$ cat config.mk
export PLATFORM = sky130hd
export DESIGN_NAME = decode_stage
export DESIGN_NICKNAME = d
export VERILOG_FILES = /design/src/rtl/decode_stage.sv
export SDC_FILE = /design/constraint.sdc
export NUM_CORES = 1
export LEC_CHECK = 0
export ABC_AREA = 0
export CORE_AREA = 2 2 114 116
export CTS_CLUSTER_SIZE = 40
export DETAILED_ROUTE_END_ITERATION = 16
export DIE_AREA = 0 0 116 118
export PLACE_DENSITY = 0.94
export SLEW_MARGIN = 5
export SYNTH_ARGS = -nofsm -noshare
export SYNTH_HDL_FRONTEND = slang
export SYNTH_SLANG_ARGS = --single-unit
$ cat constraint.sdc
create_clock -name clk -period 4.9 [get_ports clk]
set_clock_uncertainty 0.15 [all_clocks]
set_input_delay 0.98 -clock clk [delete_from_list [all_inputs] [get_ports clk]]
set_output_delay 0.98 -clock clk [all_outputs]
set_load 0.03 [all_outputs]
$ cat src/rtl/decode_stage.sv
// rtl/decode_stage.sv - RV32I decode stage with ID/EX register and load-use stall
module decode_stage #(
  parameter int W = 32,
  parameter int A = 5
) (
  input  logic         clk,
  input  logic         reset,
  input  logic         if_valid,
  output logic         if_ready,
  input  logic [31:0]  if_instr,
  input  logic [W-1:0] if_pc,
  input  logic         flush,
  output logic [A-1:0] rs1_addr,
  output logic [A-1:0] rs2_addr,
  input  logic [W-1:0] rs1_data,
  input  logic [W-1:0] rs2_data,
  output logic         ex_valid,
  input  logic         ex_ready,
  output logic [W-1:0] ex_pc,
  output logic [W-1:0] ex_imm,
  output logic [W-1:0] ex_rs1_val,
  output logic [W-1:0] ex_rs2_val,
  output logic [A-1:0] ex_rd,
  output logic [A-1:0] ex_rs1,
  output logic [A-1:0] ex_rs2,
  output logic [3:0]   ex_alu_op,
  output logic         ex_is_load,
  output logic         ex_is_store,
  output logic         ex_is_branch,
  output logic         ex_is_jump,
  output logic         ex_reg_write,
  output logic         ex_illegal
);

  localparam logic [6:0] OPC_LUI    = 7'b0110111;
  localparam logic [6:0] OPC_AUIPC  = 7'b0010111;
  localparam logic [6:0] OPC_JAL    = 7'b1101111;
  localparam logic [6:0] OPC_JALR   = 7'b1100111;
  localparam logic [6:0] OPC_BRANCH = 7'b1100011;
  localparam logic [6:0] OPC_LOAD   = 7'b0000011;
  localparam logic [6:0] OPC_STORE  = 7'b0100011;
  localparam logic [6:0] OPC_OPIMM  = 7'b0010011;
  localparam logic [6:0] OPC_OP     = 7'b0110011;

  logic [31:0]  i;
  logic [2:0]   f3;
  logic [31:0]  imm32;
  logic [W-1:0] d_imm;
  logic [A-1:0] d_rd, d_rs1, d_rs2;
  logic [3:0]   d_alu_op;
  logic         d_load, d_store, d_branch, d_jump, d_rw, d_illegal;
  logic         use_rs1, use_rs2;
  logic         hazard, advance, accept;

  assign i  = if_instr;
  assign f3 = i[14:12];

  always_comb begin
    imm32     = '0;
    d_alu_op  = 4'b0000;
    d_load    = 1'b0;
    d_store   = 1'b0;
    d_branch  = 1'b0;
    d_jump    = 1'b0;
    d_rw      = 1'b0;
    d_illegal = 1'b0;
    use_rs1   = 1'b0;
    use_rs2   = 1'b0;
    case (i[6:0])
      OPC_LUI, OPC_AUIPC: begin
        imm32 = {i[31:12], 12'b0};
        d_rw  = 1'b1;
      end
      OPC_JAL: begin
        imm32  = {{12{i[31]}}, i[19:12], i[20], i[30:21], 1'b0};
        d_rw   = 1'b1;
        d_jump = 1'b1;
      end
      OPC_JALR: begin
        imm32   = {{20{i[31]}}, i[31:20]};
        d_rw    = 1'b1;
        d_jump  = 1'b1;
        use_rs1 = 1'b1;
      end
      OPC_BRANCH: begin
        imm32    = {{20{i[31]}}, i[7], i[30:25], i[11:8], 1'b0};
        d_branch = 1'b1;
        use_rs1  = 1'b1;
        use_rs2  = 1'b1;
      end
      OPC_LOAD: begin
        imm32   = {{20{i[31]}}, i[31:20]};
        d_rw    = 1'b1;
        d_load  = 1'b1;
        use_rs1 = 1'b1;
      end
      OPC_STORE: begin
        imm32   = {{20{i[31]}}, i[31:25], i[11:7]};
        d_store = 1'b1;
        use_rs1 = 1'b1;
        use_rs2 = 1'b1;
      end
      OPC_OPIMM: begin
        imm32    = {{20{i[31]}}, i[31:20]};
        d_rw     = 1'b1;
        use_rs1  = 1'b1;
        // only SRAI uses the alt bit; other immediates may have bit 30 set
        d_alu_op = {(f3 == 3'b101) & i[30], f3};
      end
      OPC_OP: begin
        d_rw     = 1'b1;
        use_rs1  = 1'b1;
        use_rs2  = 1'b1;
        d_alu_op = {i[30], f3};
      end
      default: d_illegal = 1'b1;
    endcase
  end

  assign d_imm = W'(signed'(imm32));
  assign d_rd  = d_rw    ? i[11:7]  : '0;
  assign d_rs1 = use_rs1 ? i[19:15] : '0;
  assign d_rs2 = use_rs2 ? i[24:20] : '0;

  assign hazard = if_valid & ex_valid & ex_is_load & (ex_rd != '0) &
                  ((use_rs1 & (d_rs1 == ex_rd)) | (use_rs2 & (d_rs2 == ex_rd)));
  assign advance  = !ex_valid | ex_ready;
  assign if_ready = flush | (advance & !hazard);
  assign accept   = advance & if_valid & !hazard;

  // a stalled instruction keeps re-reading its operands so its data stays current
  assign rs1_addr = (ex_valid & !ex_ready) ? ex_rs1 : d_rs1;
  assign rs2_addr = (ex_valid & !ex_ready) ? ex_rs2 : d_rs2;

  assign ex_rs1_val = rs1_data;
  assign ex_rs2_val = rs2_data;

  always_ff @(posedge clk) begin
    if (reset) begin
      ex_valid     <= 1'b0;
      ex_pc        <= '0;
      ex_imm       <= '0;
      ex_rd        <= '0;
      ex_rs1       <= '0;
      ex_rs2       <= '0;
      ex_alu_op    <= '0;
      ex_is_load   <= 1'b0;
      ex_is_store  <= 1'b0;
      ex_is_branch <= 1'b0;
      ex_is_jump   <= 1'b0;
      ex_reg_write <= 1'b0;
      ex_illegal   <= 1'b0;
    end else if (flush) begin
      ex_valid <= 1'b0;
    end else if (advance) begin
      ex_valid <= accept;
      if (accept) begin
        ex_pc        <= if_pc;
        ex_imm       <= d_imm;
        ex_rd        <= d_rd;
        ex_rs1       <= d_rs1;
        ex_rs2       <= d_rs2;
        ex_alu_op    <= d_alu_op;
        ex_is_load   <= d_load;
        ex_is_store  <= d_store;
        ex_is_branch <= d_branch;
        ex_is_jump   <= d_jump;
        ex_reg_write <= d_rw;
        ex_illegal   <= d_illegal;
      end
    end
  end

endmodule

Word level (Yosys, flattened, before mapping)
Index checks and enable logic that the tools add are counted.
W data, S select, Z words.
{ "word_totals": {"ff_bits": 90, "latchBits": 0, "ramBits": 0, "mem_bits_ro": 0, "output_inout_bits": 165, "word_cells": 68, "memories": 0} }
{ "op_classes": {"addsub": 0, "multipliers": 0, "div_mod_pow": 0, "n_lt_le_gt_ge": 0, "n_eq_ne": 12, "n_shift": 0, "mux": 15, "bitwise": 15, "reduce_logical": 13} }
{ "op_table": {"columns": ["cell", "n"], "rows": [
  ["$pmux W32 S5", 1],
  ["$mux W5", 5],
  ["$eq A7 B6 Y1 const B", 3],
  ["$eq A7 B7 Y1 const B", 3],
  ["$eq A7 B5 Y1 const B", 2],
  ["$and A1 B1 Y1", 11],
  ["$eq A5 B5 Y1", 2],
  ["$reduce_or A9 Y1", 1],
  ["$mux W1", 8],
  ["$pmux W4 S2", 1],
  ["$eq A7 B2 Y1 const B", 1],
  ["$reduce_or A7 Y1", 1],
  ["$reduce_or A2 Y1", 3],
  ["$reduce_or A3 Y1", 2],
  ["$reduce_or A6 Y1", 1],
  ["$reduce_bool A5 Y1", 1],
  ["$eq A3 B3 Y1 const B", 1],
  ["$logic_not A1 Y1", 3],
  ["$or A1 B1 Y1", 3],
  ["$reduce_and A3 Y1", 1],
  ["$not A1 Y1", 1]
]} }

Longest topological paths before layout
{ "depth": {"word_depth": 11, "depth_mapped": 8} }

Least setup slack after synthesis
No wires, ideal clock.
{ "synth_timing": {"path_kind": "in2out", "start": "input if_instr[3]", "end": "output if_ready", "t_arrival_ns": 2.326, "slack_ns": 1.444, "stages": 5, "path_buffers": 0, "cell_sequence": "and4bb_2 > nand3_2 > o32ai_4 > a31oi_1 > or2_2"} }
{ "synth_via": {"elab_chain_len": 11} }
{ "synth_lines": {"columns": ["item", "line", "rtl"], "rows": [
  ["from (decl)", "10", "input logic [31:0] if_instr,"],
  ["$eq A7 B6 Y1 (tied with other cells)", "69", "case (i[6:0])"],
  ["$reduce_or A6 Y1 (no source line) / $reduce_or A3 Y1 (equally long branches)", null, null],
  ["$mux W1", "69", null],
  ["$mux W5, on equally long branches", "122, 123", null],
  ["$eq A5 B5 Y1", "126", "((use_rs1 & (d_rs1 == ex_rd)) | (use_rs2 & (d_rs2 == ex_rd)));"],
  ["$and A1 B1 Y1", "126", null],
  ["$or A1 B1 Y1 (*)", "126", null],
  ["$and A1 B1 Y1 (*)", "125", "assign hazard = if_valid & ex_valid & ex_is_load & (ex_rd != '0) &"],
  ["$logic_not A1 Y1 (*)", "128", "assign if_ready = flush | (advance & !hazard);"],
  ["$and A1 B1 Y1 (*)", "128", null],
  ["$or A1 B1 Y1 (*)", "128", null],
  ["to (decl)", "9", "output logic if_ready,"]
]} }
Mark *: on every way between the ends. The rest lies on a longest branch, timed or not.

Worst setup path in the final report
Same ends and word-level chain as after synthesis.

==> results by group <==
Clock tree
  • CTS tree: yes
  • Hold-fix buffers, CTS: 0
  • Clk Latency, worst-skew pair: 340 ps
  • Max H-tree Level: 3
  • TritonCTS Buffers: 9
  • # resized after CTS: 0
  • Buffer count from post-CTS setup fixing: 0
  • CTS root buf: clkbuf_16
  • Clk buf depth: 2
  • Clk sinks: 90
  • Clock slew at reported path FFs: 60 ps

Power
  • Seq pwr share: 44.6%
  • Internal power: 1.27 mW
  • P_leak: 2.43 nW
  • Clock share of power: 36.7%
  • Final Power: 1.74 mW
  • Net Sw Frac: 27.0%
  • Combinational share of power: 18.7%
  • Psw: 0.471 mW
  • PD cells: 260 nW/um^2
  • Peak supply drop: 0.137 mV

Worst setup path
  • Cell Chain, Critical Path: clkdlybuf4s50_1, and4bb_2, nand3_2, o32ai_4, a31oi_1, or2_2, clkdlybuf4s50_1
  • Cell family with most CP delay: buffers and inverters
  • Startpoint Class: primary input
  • Most numerous cell on the critical path: clkdlybuf4s50_1
  • Critical path arrival: 3440 ps
  • CP Buf/Inv Count: 2
  • Endpoint class of the critical path: output port
  • WP data required: 3770 ps
  • Setup CP Type: in -> out
  • Slowest stage delay, CP: 590 ps
  • Crit-path slowest cell: clkdlybuf4s50_1
  • CP Max Fanout: 8

Die
  • Initial Utilization: 40.7%
  • Ports: 298
  • DIE HEIGHT: 118 um
  • Die extent in x: 116 um
  • Row Count: 41
  • Die ar.: 13700 sq um
  • Core ar.: 12400 sq um

Synthesis
  • Post-synthesis cell count: 570
  • Post-synth top flop: dfxtp_1
  • YS warnings: 0
  • Syn_area_per_cell: 8.86 sq um
  • Sequential-to-total area share from yosys stat: 35.7%
  • Distinct cells, synth: 52
  • Synthesis-stage register bit count: 90
  • Number of synthesized flops with an enable pin: 0
  • Post-Syn Area: 5050 sq um
  • Ys async rst share: 0%
  • Mapped Nets: 703

STA
  • Tcrit/Tclk final: 93.2%
  • FMAX: 0.219 GHz
  • Final Hold Vio Count: 0
  • Slew @ Worst Pin: 893 ps
  • # setup viols final: 0
  • Worst setup margin: 332 ps
  • Fin crit period: 4570 ps
  • RSZ-0062 raised after global routing: no
  • Total Neg Setup Slack: 0 ps
  • Fin. max-slew vios: 0
  • Slew headroom: 40.5%

Global route
  • GRT Util Overall: 20.2%
  • Largest net degree at the start of global routing: 59
  • Gr ovfl total: 0
  • Initial antenna violation count: 0
  • Global-route wire length before repair: 21.6 mm
  • Vias in the first global route: 4156

Route
  • Vias: 4244
  • Routed wire length per instance: 16.7 um
  • Drt first-iter violations: 263
  • Drt total wl: 14.1 mm
  • Pre-Repair DR Iteration Count: 4
  • Final ANT Viol Nets: 0
  • Vias per inst: 5.02
  • DRC violations left: 0

Layout
  • Final core utilization: 54.0%
  • Area Growth Syn to Fin: 32.8%
  • N_diodes: 0
  • Fillers: 1121
  • Total Nets Final: 803
  • Ratio of cells with drive above 1 in the final layout: 8.17%

Job
  • Max_cap viols: 0

Placed design
  • DP HPWL: 10.5 mm
  • Final RePlAce weighted congestion: 0.962
  • Pre-CTS setup slack: 344 ps
  • Port buffer count: 169

Worst hold path
  • Hold Crit Class: reg -> reg

Run status
  • Outcome: completed
stage by stage:
| stage | instances | area [sq um] | hold slack [ps] |
|---|---|---|---|
| after floorplan | 570 | 5050 | 442 |
| after global placement | 831 | 6440 | 307 |
| after detailed placement | 831 | 6440 | 311 |
| after CTS | 845 | 6710 | 324 |
| after global routing | 845 | 6710 | 347 |
| final | 845 | 6710 | 321 |
sequential cells by signal, indices dropped and copies added (netlist names):
register,count
ex_imm,32
ex_pc,32
ex_rd,5
ex_rs1,5
ex_rs2,5
ex_alu_op,4
ex_illegal,1
ex_is_branch,1
ex_is_jump,1
ex_is_load,1
ex_is_store,1
ex_reg_write,1
ex_valid,1
kinds of logic (layout without fill, tap and decap cells):
kind of cell              Yosys count  after routing  synth area share, %
DFF                                90             90                 35.7
muxes                              62             62                 12.4
xor gates and xnor gates           10             10                 1.73
and+or+nand+nor                   227            227                 25.6
AOI/OAI and AO/OA                  76             76                 11.2
buffers and inverters             105            208                 13.5
cells in the mapped netlist (all sizes together) (5+ instances only):
cell	instances	area share, %
xnor2	10	1.7
a22oi	20	3.0
o21ai	17	1.8
nor2b	5	0.62
clkbuf	23	1.7
inv	7	0.52
a21oi	9	0.97
or2	11	1.4
nand2	56	4.2
dfxtp	90	36
a221oi	9	1.6
nor2	10	0.74
nand3	6	0.69
mux2i	59	12
nand2b	109	14
nand3b	5	0.74
buf	75	11
power groups by stage:
stage / logic (mW) / registers [mW] / clock network (mW)
floorplan: 0.213 / 0.850 / 0
global placement: 0.324 / 0.792 / 0
detailed placement: 0.327 / 0.794 / 0
CTS: 0.328 / 0.778 / 0.659
global route: 0.346 / 0.780 / 0.685
finish: 0.326 / 0.778 / 0.640
cells in the final DEF, fill, tap and decap left out, types with 2 or more instances in the layout:
cell,instances
nand3_1,5
nand2_1,56
o21ai_2,2
a211oi_1,2
clkbuf_16,9
o21ai_0,15
nor2_1,10
a31oi_1,3
or4_1,2
a21oi_1,8
nor3b_1,3
mux2_2,3
nand2b_1,109
and3_1,2
o211ai_1,3
or2_2,11
nor2b_1,5
buf_4,18
clkdlybuf4s50_1,168
mux2i_1,59
a22oi_1,20
nand4b_1,2
inv_1,7
xnor2_1,10
a221oi_1,9
clkinv_4,2
and3b_1,4
o21a_1,2
nor3_1,4
dfxtp_1,90
nand3b_1,5
worst register-to-register path, cell delays in order, from the launching register on:
cell and delay [ps]:
dfxtp_1 360, nor2b_1 150, buf_4 200, or3b_1 630, a21oi_4 220, buf_4 370
mux2_2 380
routing by layer:
metal,share of wire [%],global-route usage [%]
met5,0,0
met4,2.5,8.48
met3,9.0,6.49
met2,47,33.7
met1,42,23.7
layout make-up:
class	instances	area, sq um	area share, %
repair buffers	187	1820	27.2
flip-flops and latches	90	1800	26.9
multi-input cells	375	2570	38.4
inverters	7	26.3	0.392
clock buffers	10	239	3.56
clock inverters	4	30.0	0.448
well taps	172	215	3.21
path summary, 6_finish.rpt:
path	start	to	slack, ps	depth (start not counted)
worst max-delay path	if_instr[3]	if_ready	330	7
worst min-delay path	ex_pc[28]	ex_pc[28]	320	2
worst max register to register	ex_valid	ex_is_branch	2320	6
worst min register to register	ex_pc[28]	ex_pc[28]	320	2
Note: power is estimated with default switching activity, not from simulation.
==> edit, RTL diff (config.mk and constraints unchanged) <==
Change the parameter `W` from 32 to 40.
--- a/src/rtl/decode_stage.sv
+++ b/src/rtl/decode_stage.sv
@@ -2,3 +2,3 @@
 module decode_stage #(
-  parameter int W = 32,
+  parameter int W = 40,
   parameter int A = 5
Interface: changed (7 resized); port bits go from 298 to 354. The function was not compared with the original's and may differ.
==> edit against the original RTL <==
  * Sequential cell count is 8 higher
  * Sequential share of layout area is 1.7 points higher
  * Routed wire length is 21% higher
  * Total power is 7.5% higher
  * Design area is 2.3% higher
  * Cell count is 5.4% higher
  * Clock power is 10% higher
  * First-iteration DRC count is 60% higher
  * Synthesized area is 4.2% higher
  * Worst setup slack better by 0.24 ns
  * Critical path type unchanged
  * Critical endpoint unchanged
==> edit: results (changes against the original RTL) <==
CTS
  • Clock buffer depth: 2 (unchanged)
  • CTS clk-pin slew, worst paths: 0.07 ns
  • Root Buffer Master: clkbuf_16
  • H-tree depth: 3 (unchanged)
  • Post-cts resize count: 0 (unchanged)
  • Hold_buf cts: 0 (unchanged)
  • TritonCTS buffer count: 9 (unchanged)
  • Post CTS Setup Buffer Count: 0 (unchanged)
  • Worst skew pair latency: 0.35 ns

Synth
  • Synth unique cells: 45 (-13%)
  • Post-Synth Adder-Cell Area: 0 (unchanged)
  • Post-synth net total: 799 (+14%)
  • Synth top cells by count: dfxtp_1, buf_4, a21oi_1, o21ai_0, nand3_1
  • Ys async rst share: 0 (unchanged)
  • Most used DFF post-synth: dfxtp_1
  • Synth Area in XOR/XNOR: 0.01665 (-0.0006974)
  • Mux share of post-synthesis cell area: 0.007612 (-0.1161)
  • Warnings, synthesis: 0 (unchanged)
  • Post-synthesis compound-gate area fraction: 0.2422 (+0.1306)
  • Top post-synthesis cells by area: dfxtp_1, buf_4, a21oi_1
  • Register area share after synthesis: 0.3730 (+0.01610)

Setup path
  • CP Max Fanout: 7 (-1)
  • CP peak stage delay: 0.70 ns (+0.11 ns)
  • Data arrival time of the critical path: 3.20 ns (-0.24 ns)
  • Critical-path top delay cell: or4_2

Final layout
  • Layout cells sized above 1: 0.06120 (-0.02053)
  • Nets: 871 (+8.5%)
  • Top Registers: ex_pc x40, ex_imm x32
  • N_diodes: 0 (unchanged)

Power and ir drop
  • P_leak: 2.254 nW (-7.1%)
  • Max rail drop VDD: 145.3 µV (+6.0%)
  • Internal power: 0.001334 W (+4.8%)

Place
  • Dpl hpwl: 11,810 µm (+12%)
  • PortBufs: 193 (+14%)
  • Final RePlAce weighted congestion: 0.8626 (-10%)
  • Setup slack at placement: 0.5799 ns (+0.2354 ns)

Global route
  • First-pass GRT wire length: 25,460 µm (+18%)
  • Number of global-route vias before repair: 4,551 (+9.5%)
  • Largest net degree at the start of global routing: 82 (+39%)
  • Antenna violations before repair: 0 (unchanged)
  • All-Layer GR Usage: 0.2397 (+0.03724)

Route
  • Initial DRC Count: 421 (+60%)
  • Drt total wl: 17,020 µm (+21%)
  • Overall via count from detail_route: 4,970 (+17%)
  • DR pass1 iterations: 6 (+2)

Min path
  • HP Class: reg2reg

Timing
  • Worst-Margin Slew: 1.167 ns (+0.2737 ns)

Status
  • Status: complete, no violations
==> edit: power groups by stage <==
stage	Combinational [W]	Clock, W	Sequential (W)
after floorplan	0.000231	0	0.000916
after global placement	0.000325	0	0.000858
after detailed placement	0.000328	0	0.000859
after CTS	0.000329	0.000720	0.000840
after global routing	0.000350	0.000740	0.000844
final	0.000329	0.000705	0.000840
==> edit: cell families after synthesis <==
logic type / after synthesis
mux: 4
buf+inv: 150
compound gates: 217
xor+xnor: 10
flops: 98
simple gates: 163
==> edit: area by class of cell <==
class / count / area [µm²]
clock inverters: 7 / 72.57
multi-input cells: 394 / 2338
flip-flops and latches: 98 / 1962
fillers: 1159 / 5554
clock buffers: 9 / 225.2
well taps: 172 / 215.2
inverters: 4 / 15.01
repair buffers: 207 / 2032
==> edit: layer usage <==
metal | share of wire | global-route usage | up-vias
met5 | 0.0029 | 0.02745 | -
met4 | 0.032 | 0.1034 | 2
met3 | 0.086 | 0.07158 | 53
met2 | 0.46 | 0.3655 | 261
met1 | 0.42 | 0.3098 | 2292
li1 | - | - | 2362
==> edit: critical path: cells and delay by family <==
family          cells  cell delay (ns)
buf+inv             2             0.72
compound gates      2             0.21
simple gates        3             1.29
==> edit: path summary, 6_finish.rpt <==
check,from,endpoint,slack [ns],cells after the start
setup / recovery,if_instr[3],if_ready,0.57,7
setup reg to reg,ex_rd[0],ex_imm[26],1.91,6
hold / removal,ex_pc[38],ex_pc[38],0.32,2
hold reg to reg,ex_pc[38],ex_pc[38],0.32,2
==> edit: stage by stage <==
| stage | util | std cells | cell area [µm²] |
|---|---|---|---|
| 5_1_grt | 0.5526 | 891 | 6860 |
| 6_report | 0.5526 | 891 | 6860 |
| 3_3_place_gp | 0.5286 | 875 | 6563 |
| 3_5_place_dp | 0.5286 | 875 | 6563 |
| 2_1_floorplan | - | 642 | 5260 |
| 4_1_cts | 0.5526 | 891 | 6860 |
